**config.mk**
```make
export PLATFORM = sky130hd
export DESIGN_NAME = alu_secuencial
export DESIGN_NICKNAME = d
export VERILOG_FILES = /design/src/rtl/alu_secuencial.sv
export SDC_FILE = /design/constraint.sdc
export NUM_CORES = 1
export LEC_CHECK = 0
export CORE_MARGIN = 2
export CORE_UTILIZATION = 55
export CTS_CLUSTER_SIZE = 10
export DETAILED_ROUTE_END_ITERATION = 7
export GPL_ROUTABILITY_DRIVEN = 0
export PLACE_DENSITY = 0.84
export SYNTH_ARGS = -nofsm -noshare
export SYNTH_HDL_FRONTEND = slang
export SYNTH_SLANG_ARGS = --single-unit
```
**constraint.sdc**
```tcl
create_clock -name i_clk -period 3.72 [get_ports i_clk]
set_clock_uncertainty 0.15 [all_clocks]
set_input_delay 0.372 -clock i_clk [delete_from_list [all_inputs] [get_ports i_clk]]
set_output_delay 0.372 -clock i_clk [all_outputs]
set_load 0.1 [all_outputs]
```
**src/rtl/alu_secuencial.sv**
```systemverilog
// Multi-cycle ALU: single-cycle add/sub/pass, one-bit-per-cycle shifts and an optional
// N-cycle shift-add multiplier enabled by defining ALU_MUL_EN.
module alu_secuencial #(
    parameter int unsigned N = 16,
    localparam int unsigned SW = $clog2(N)
) (
    input  logic         i_clk,
    input  logic         i_reset,
    input  logic         i_start,
    input  logic [N-1:0] i_a,
    input  logic [N-1:0] i_b,
    input  logic [2:0]   i_control,
    output logic         o_busy,
    output logic         o_done,
    output logic [N-1:0] q,
    output logic [N-1:0] q_hi,
    output logic         mayor,
    output logic         zero,
    output logic         paridad
);

    // Counter must hold N for the multiplier, hence one bit wider than SW.
    localparam int unsigned CW = SW + 1;

    localparam logic [0:0] StIdle = 1'b0;
    localparam logic [0:0] StRun  = 1'b1;

    localparam logic [2:0] OpSuma  = 3'b000;
    localparam logic [2:0] OpShr   = 3'b001;
    localparam logic [2:0] OpResta = 3'b010;
    localparam logic [2:0] OpShl   = 3'b011;
    localparam logic [2:0] OpPassB = 3'b100;
`ifdef ALU_MUL_EN
    localparam logic [2:0] OpMul   = 3'b110;
`endif

    logic [0:0]    state_q, state_d;
    logic [CW-1:0] cnt_q, cnt_d;
    logic [N-1:0]  sh_q, sh_d;
    logic          left_q, left_d;
    logic [N-1:0]  q_q, q_d;
    logic          mayor_q, mayor_d;
    logic          zero_q, zero_d;
    logic          par_q, par_d;
    logic          done_q, done_d;

    logic [SW-1:0] k_w;
    logic [N:0]    sum_w;
    logic [N:0]    diff_w;
    logic [N-1:0]  sh_next_w;
    logic          out_bit_w;
    logic [N-1:0]  run_lo_w;
    logic          run_mayor_w;

    assign k_w    = i_b[SW-1:0];
    assign sum_w  = {1'b0, i_a} + {1'b0, i_b};
    assign diff_w = {1'b0, i_a} - {1'b0, i_b};

    assign sh_next_w = left_q ? {sh_q[N-2:0], 1'b0} : {1'b0, sh_q[N-1:1]};
    assign out_bit_w = left_q ? sh_q[N-1] : sh_q[0];

`ifdef ALU_MUL_EN
    logic [N-1:0] acc_q, acc_d;
    logic [N-1:0] mcand_q, mcand_d;
    logic [N-1:0] q_hi_q, q_hi_d;
    logic         mul_q, mul_d;
    logic [N:0]   acc_sum_w;
    logic [N-1:0] run_hi_w;

    // {acc, multiplier} shifts right as a 2N-bit pair; the product ends up in it.
    assign acc_sum_w   = {1'b0, acc_q} + (sh_q[0] ? {1'b0, mcand_q} : '0);
    assign run_lo_w    = mul_q ? {acc_sum_w[0], sh_q[N-1:1]} : sh_next_w;
    assign run_hi_w    = mul_q ? acc_sum_w[N:1] : '0;
    assign run_mayor_w = mul_q ? (|acc_sum_w[N:1]) : out_bit_w;
`else
    assign run_lo_w    = sh_next_w;
    assign run_mayor_w = out_bit_w;
`endif

    always_comb begin
        state_d = state_q;
        cnt_d   = cnt_q;
        sh_d    = sh_q;
        left_d  = left_q;
        q_d     = q_q;
        mayor_d = mayor_q;
        zero_d  = zero_q;
        par_d   = par_q;
        done_d  = 1'b0;
`ifdef ALU_MUL_EN
        acc_d   = acc_q;
        mcand_d = mcand_q;
        q_hi_d  = q_hi_q;
        mul_d   = mul_q;
`endif
        unique case (state_q)
            StIdle: begin
                if (i_start) begin
                    case (i_control)
                        OpSuma: begin
                            q_d     = sum_w[N-1:0];
                            mayor_d = sum_w[N];
                            done_d  = 1'b1;
                        end
                        OpResta: begin
                            q_d     = diff_w[N-1:0];
                            mayor_d = diff_w[N];
                            done_d  = 1'b1;
                        end
                        OpShr, OpShl: begin
                            if (k_w == '0) begin
                                q_d     = i_a;
                                mayor_d = 1'b0;
                                done_d  = 1'b1;
                            end else begin
                                sh_d    = i_a;
                                left_d  = i_control[1];
                                cnt_d   = CW'(k_w);
                                state_d = StRun;
`ifdef ALU_MUL_EN
                                mul_d   = 1'b0;
`endif
                            end
                        end
                        OpPassB: begin
                            q_d     = i_b;
                            mayor_d = 1'b0;
                            done_d  = 1'b1;
                        end
`ifdef ALU_MUL_EN
                        OpMul: begin
                            sh_d    = i_b;
                            mcand_d = i_a;
                            acc_d   = '0;
                            cnt_d   = CW'(N);
                            mul_d   = 1'b1;
                            state_d = StRun;
                        end
`endif
                        default: begin
                            q_d     = i_a;
                            mayor_d = 1'b0;
                            done_d  = 1'b1;
                        end
                    endcase
`ifdef ALU_MUL_EN
                    if (done_d) begin
                        q_hi_d = '0;
                    end
`endif
                end
            end
            StRun: begin
                cnt_d = cnt_q - CW'(1);
                sh_d  = run_lo_w;
`ifdef ALU_MUL_EN
                acc_d = run_hi_w;
`endif
                if (cnt_q == CW'(1)) begin
                    state_d = StIdle;
                    q_d     = run_lo_w;
                    mayor_d = run_mayor_w;
                    done_d  = 1'b1;
`ifdef ALU_MUL_EN
                    q_hi_d  = run_hi_w;
`endif
                end
            end
            default: begin
                state_d = StIdle;
            end
        endcase

        if (done_d) begin
`ifdef ALU_MUL_EN
            zero_d = ({q_hi_d, q_d} == '0);
`else
            zero_d = (q_d == '0);
`endif
            par_d  = q_d[0];
        end
    end

    always_ff @(posedge i_clk or posedge i_reset) begin
        if (i_reset) begin
            state_q <= StIdle;
            cnt_q   <= '0;
            sh_q    <= '0;
            left_q  <= 1'b0;
            q_q     <= '0;
            mayor_q <= 1'b0;
            zero_q  <= 1'b0;
            par_q   <= 1'b0;
            done_q  <= 1'b0;
        end else begin
            state_q <= state_d;
            cnt_q   <= cnt_d;
            sh_q    <= sh_d;
            left_q  <= left_d;
            q_q     <= q_d;
            mayor_q <= mayor_d;
            zero_q  <= zero_d;
            par_q   <= par_d;
            done_q  <= done_d;
        end
    end

`ifdef ALU_MUL_EN
    always_ff @(posedge i_clk or posedge i_reset) begin
        if (i_reset) begin
            acc_q   <= '0;
            mcand_q <= '0;
            q_hi_q  <= '0;
            mul_q   <= 1'b0;
        end else begin
            acc_q   <= acc_d;
            mcand_q <= mcand_d;
            q_hi_q  <= q_hi_d;
            mul_q   <= mul_d;
        end
    end

    assign q_hi = q_hi_q;
`else
    assign q_hi = '0;
`endif

    assign o_busy  = (state_q == StRun);
    assign o_done  = done_q;
    assign q       = q_q;
    assign mayor   = mayor_q;
    assign zero    = zero_q;
    assign paridad = par_q;

endmodule

```
==> key figures, run 1 <==
Synth
  • Largest family of logic cells by synthesized area: compound AO/OA/AOI/OAI gates
  • Synth warn: 0
  • Synth Area in Simple Gates: 0.1759
  • Most frequent cells after synthesis: 46 x nand2_1, 45 x o21ai_0, 44 x inv_1
  • Top post-synthesis cells by area: dfrtp_1 23%, ha_1 9.4%, mux2i_1 6.0%, o21ai_0 4.8%, a21oi_1 4.5%
  • Main flop type after synthesis: dfrtp_1
  • Syn avg cell area: 7.869 µm²
  • Netlist cell types: 76
  • Post-synth EDFFs: 0
  • Ys async rst share: 1.000
  • Mux cell area share after synthesis: 0.09255
  • Syn Inst Count: 591
  • Top cell type's share of synthesized area: 0.2314
  • Area leader, netlist: dfrtp_1
  • Most common cell in the netlist: nand2_1
  • Post-Syn Area: 4651 µm²
  • #FFs+latches synth: 43
  • Compound-Gate Fraction of Synth Area: 0.2941
  • Seq/Total Area, Yosys: 0.2314
  • Xor/xnor share of the synthesized area: 0.009416
  • Adder-Cell Fraction of Synth Area: 0.1028

Hold path
  • Worst hold path type: register to register
  • Hold Path Stages: 1

Placed design
  • Post-Place Cells: 826
  • Number of I/O port buffers: 58
  • Detailed Place HPWL: 12,940 µm
  • Worst slack, placed: -0.5111 ns

Floorplanning
  • # rows: 33
  • Initial Util: 0.5660
  • Die height: 95.96 µm
  • I/O pin cnt: 75
  • Die area: 9207 µm²
  • Die width: 95.96 µm
  • Core Box Area: 8217 µm²

Power
  • Max VDD drop: 0.3095 mV
  • Leak Pwr: 2.978 nW
  • PD cells: 591.0 nW/µm²

CTS
  • Num CTS Buffers: 5
  • Worst skew pair latency: 0.30 ns
  • H-tree depth: 2
  • Clk slew on worst S/H paths: 0.08 ns
  • CTS Hold Buffers Added: 0
  • Clock root buffer: clkbuf_8
  • TritonCTS clock tree: done
  • CTS max path bufs: 2
  • Num Clock Sinks: 43

Routing
  • Vias per Instance: 6.837
  • Drt pass-1 iters: 8
  • Routed Wire Length: 17,960 µm
  • Drt wl/cell: 21.31 µm
  • Routed Antenna Nets: 0
  • Via count: 5,764
  • Initial drt markers: 885
  • DRC Markers: 13

Timing
  • Peak Freq: 273.0 MHz
  • Final min period: 3.663 ns
  • Slew margin rel.: 0.3311
  • Final count of pins violating max slew: 0
  • Final setup vio count: 0
  • Fin crit share: 0.9848
  • Worst Max-Slew Pin Slew: 1.000 ns
  • Hold Fails Final Rpt: 0
  • Worst Slack Setup Final: 0.05657 ns

Flow run
  • Max-cap viol count: 0

Setup path
  • Crit Path Class: input port to register
  • Crit end category: register
  • Reg2Reg Depth: 15
  • CP arrival: 3.73 ns
  • CP startpoint kind: input port
  • CP Data Required Time: 3.79 ns
  • Worst Path Max Fanout: 3

Global routing
  • Gr ovfl total: 0
  • GRT Overall Usage: 0.3759
  • First-pass GRT wire length: 26,700 µm
  • Antenna violations before repair: 0
  • Largest net degree at the start of global routing: 44
  • Number of global-route vias before repair: 5,268

Finish
  • Fin cells: 843
  • Final design utilization: 0.7758
  • Fin nets: 812
  • Antenna Cells: 0
  • Layout cell share with drive strength beyond 1: 0.2629
  • Area growth syn-to-layout: 37.07%

Run status
  • Failing checks: DRC
  • Status: complete, but fails checks
routing by layer:
layer	up-vias	part of all wire	GRT usage
met1	2637	0.37	0.4812
met4	0	0.061	0.1798
li1	2445	-	-
met2	533	0.45	0.6125
met5	-	0	0
met3	149	0.13	0.06735
metrics by stage:
step / hold slack (ns) / power, W / instance area, µm² / TNS, ns
after floorplan: 0.2973 / 0.002502 / 4707 / 0
after global placement: 0.3098 / 0.003152 / 5971 / -0.5852
after detailed placement: 0.3166 / 0.003241 / 5971 / -0.7107
after CTS: 0.3355 / 0.003593 / 6260 / 0
after global routing: 0.3397 / 0.003912 / 6375 / -0.07090
final: 0.3303 / 0.003767 / 6375 / 0
registers in the layout (all words and copies together), names as in the netlist:
name	cells
paridad	1
o_busy	1
sh_q	16
o_done	1
q	16
mayor	1
cnt_q	5
left_q	1
zero	1
placed cells by master, fill, tap and decap left out, types with 6 or more instances in the layout:
cell type and n:
buf_4 118, clkdlybuf4s50_1 47, nand2_1 44, dfrtp_1 43
o21ai_0 41, a21oi_1 39, inv_1 38, nor2_1 36
mux2i_1 28, ha_1 26, nand3_1 16, conb_1 16
mux2_2 12, a21o_1 12, o211ai_1 11, nor3_1 10
a31oi_1 10, nor2b_1 8, o21ai_1 8, inv_2 6
nand2b_1 6, and3_1 6, ha_4 6
area by class of cell:
type	instances	area, µm²
multi-input cells	466	3470
fillers	553	1842
repair buffers	176	1444
flip-flops and latches	43	1076
inverters	45	168.9
well taps	105	131.4
clock buffers	6	72.57
clock inverters	2	12.51
power by group:
part	switching [W]	leakage [nW]	internal (W)	total [W]
Clock	0.000168	0.0412	0.000131	0.000300
Combinational	0.00166	2.39	0.000904	0.00257
Sequential	0.000237	0.547	0.000665	0.000902
cells by family (layout without fill, tap and decap cells):
group / count (synthesis) / in the layout
DFF: 43 / 43
other: 1 / 16
adders and majority gates: 37 / 37
muxes: 41 / 41
AOI/OAI and AO/OA: 203 / 203
buffers and inverters: 97 / 229
xor gates and xnor gates: 5 / 5
and+or+nand+nor: 164 / 164
final timing paths:
kind	end	slack (ns)	start
setup reg to reg	zero	0.08	cnt_q[1]
min in group asynchronous	mayor	0.35	i_reset
max in group asynchronous	q[5]	2.67	i_reset
hold reg to reg	q[0]	0.33	q[0]
hold / removal	q[0]	0.33	q[0]
setup / recovery	zero	0.06	i_a[1]
critical path, stage by stage:
cell           delay [ns]
dlygate4sd2_1        0.26
inv_2                0.08
fa_2                 0.57
mux2i_1              0.07
a22oi_1              0.21
o2bb2ai_2            0.10
a222oi_1             0.35
o211ai_1             0.22
nor4_2               0.24
nand4b_1             0.20
or4_1                0.43
or4_4                0.43
o31ai_2              0.21
what timing repair did:
action                                  in CTS  in global routing
pin swaps                                   16                 25
setup buffers                                7                  3
gates cloned                                 0                  0
gates resized for setup                     45                 35
endpoints found under the setup margin       1                  1
No activity file was read; power rests on OpenSTA's default activity.
==> inputs of run 2 (changes only) <==
--- a/config.mk
+++ b/config.mk
@@ -7,7 +7,7 @@
 export LEC_CHECK = 0
 export CORE_MARGIN = 2
 export CORE_UTILIZATION = 55
-export CTS_CLUSTER_SIZE = 10
+export CTS_CLUSTER_SIZE = 12
 export DETAILED_ROUTE_END_ITERATION = 7
 export GPL_ROUTABILITY_DRIVEN = 0
 export PLACE_DENSITY = 0.84
==> results of run 2 <==
Final layout, timing and power as in run 1 (identical DEF).
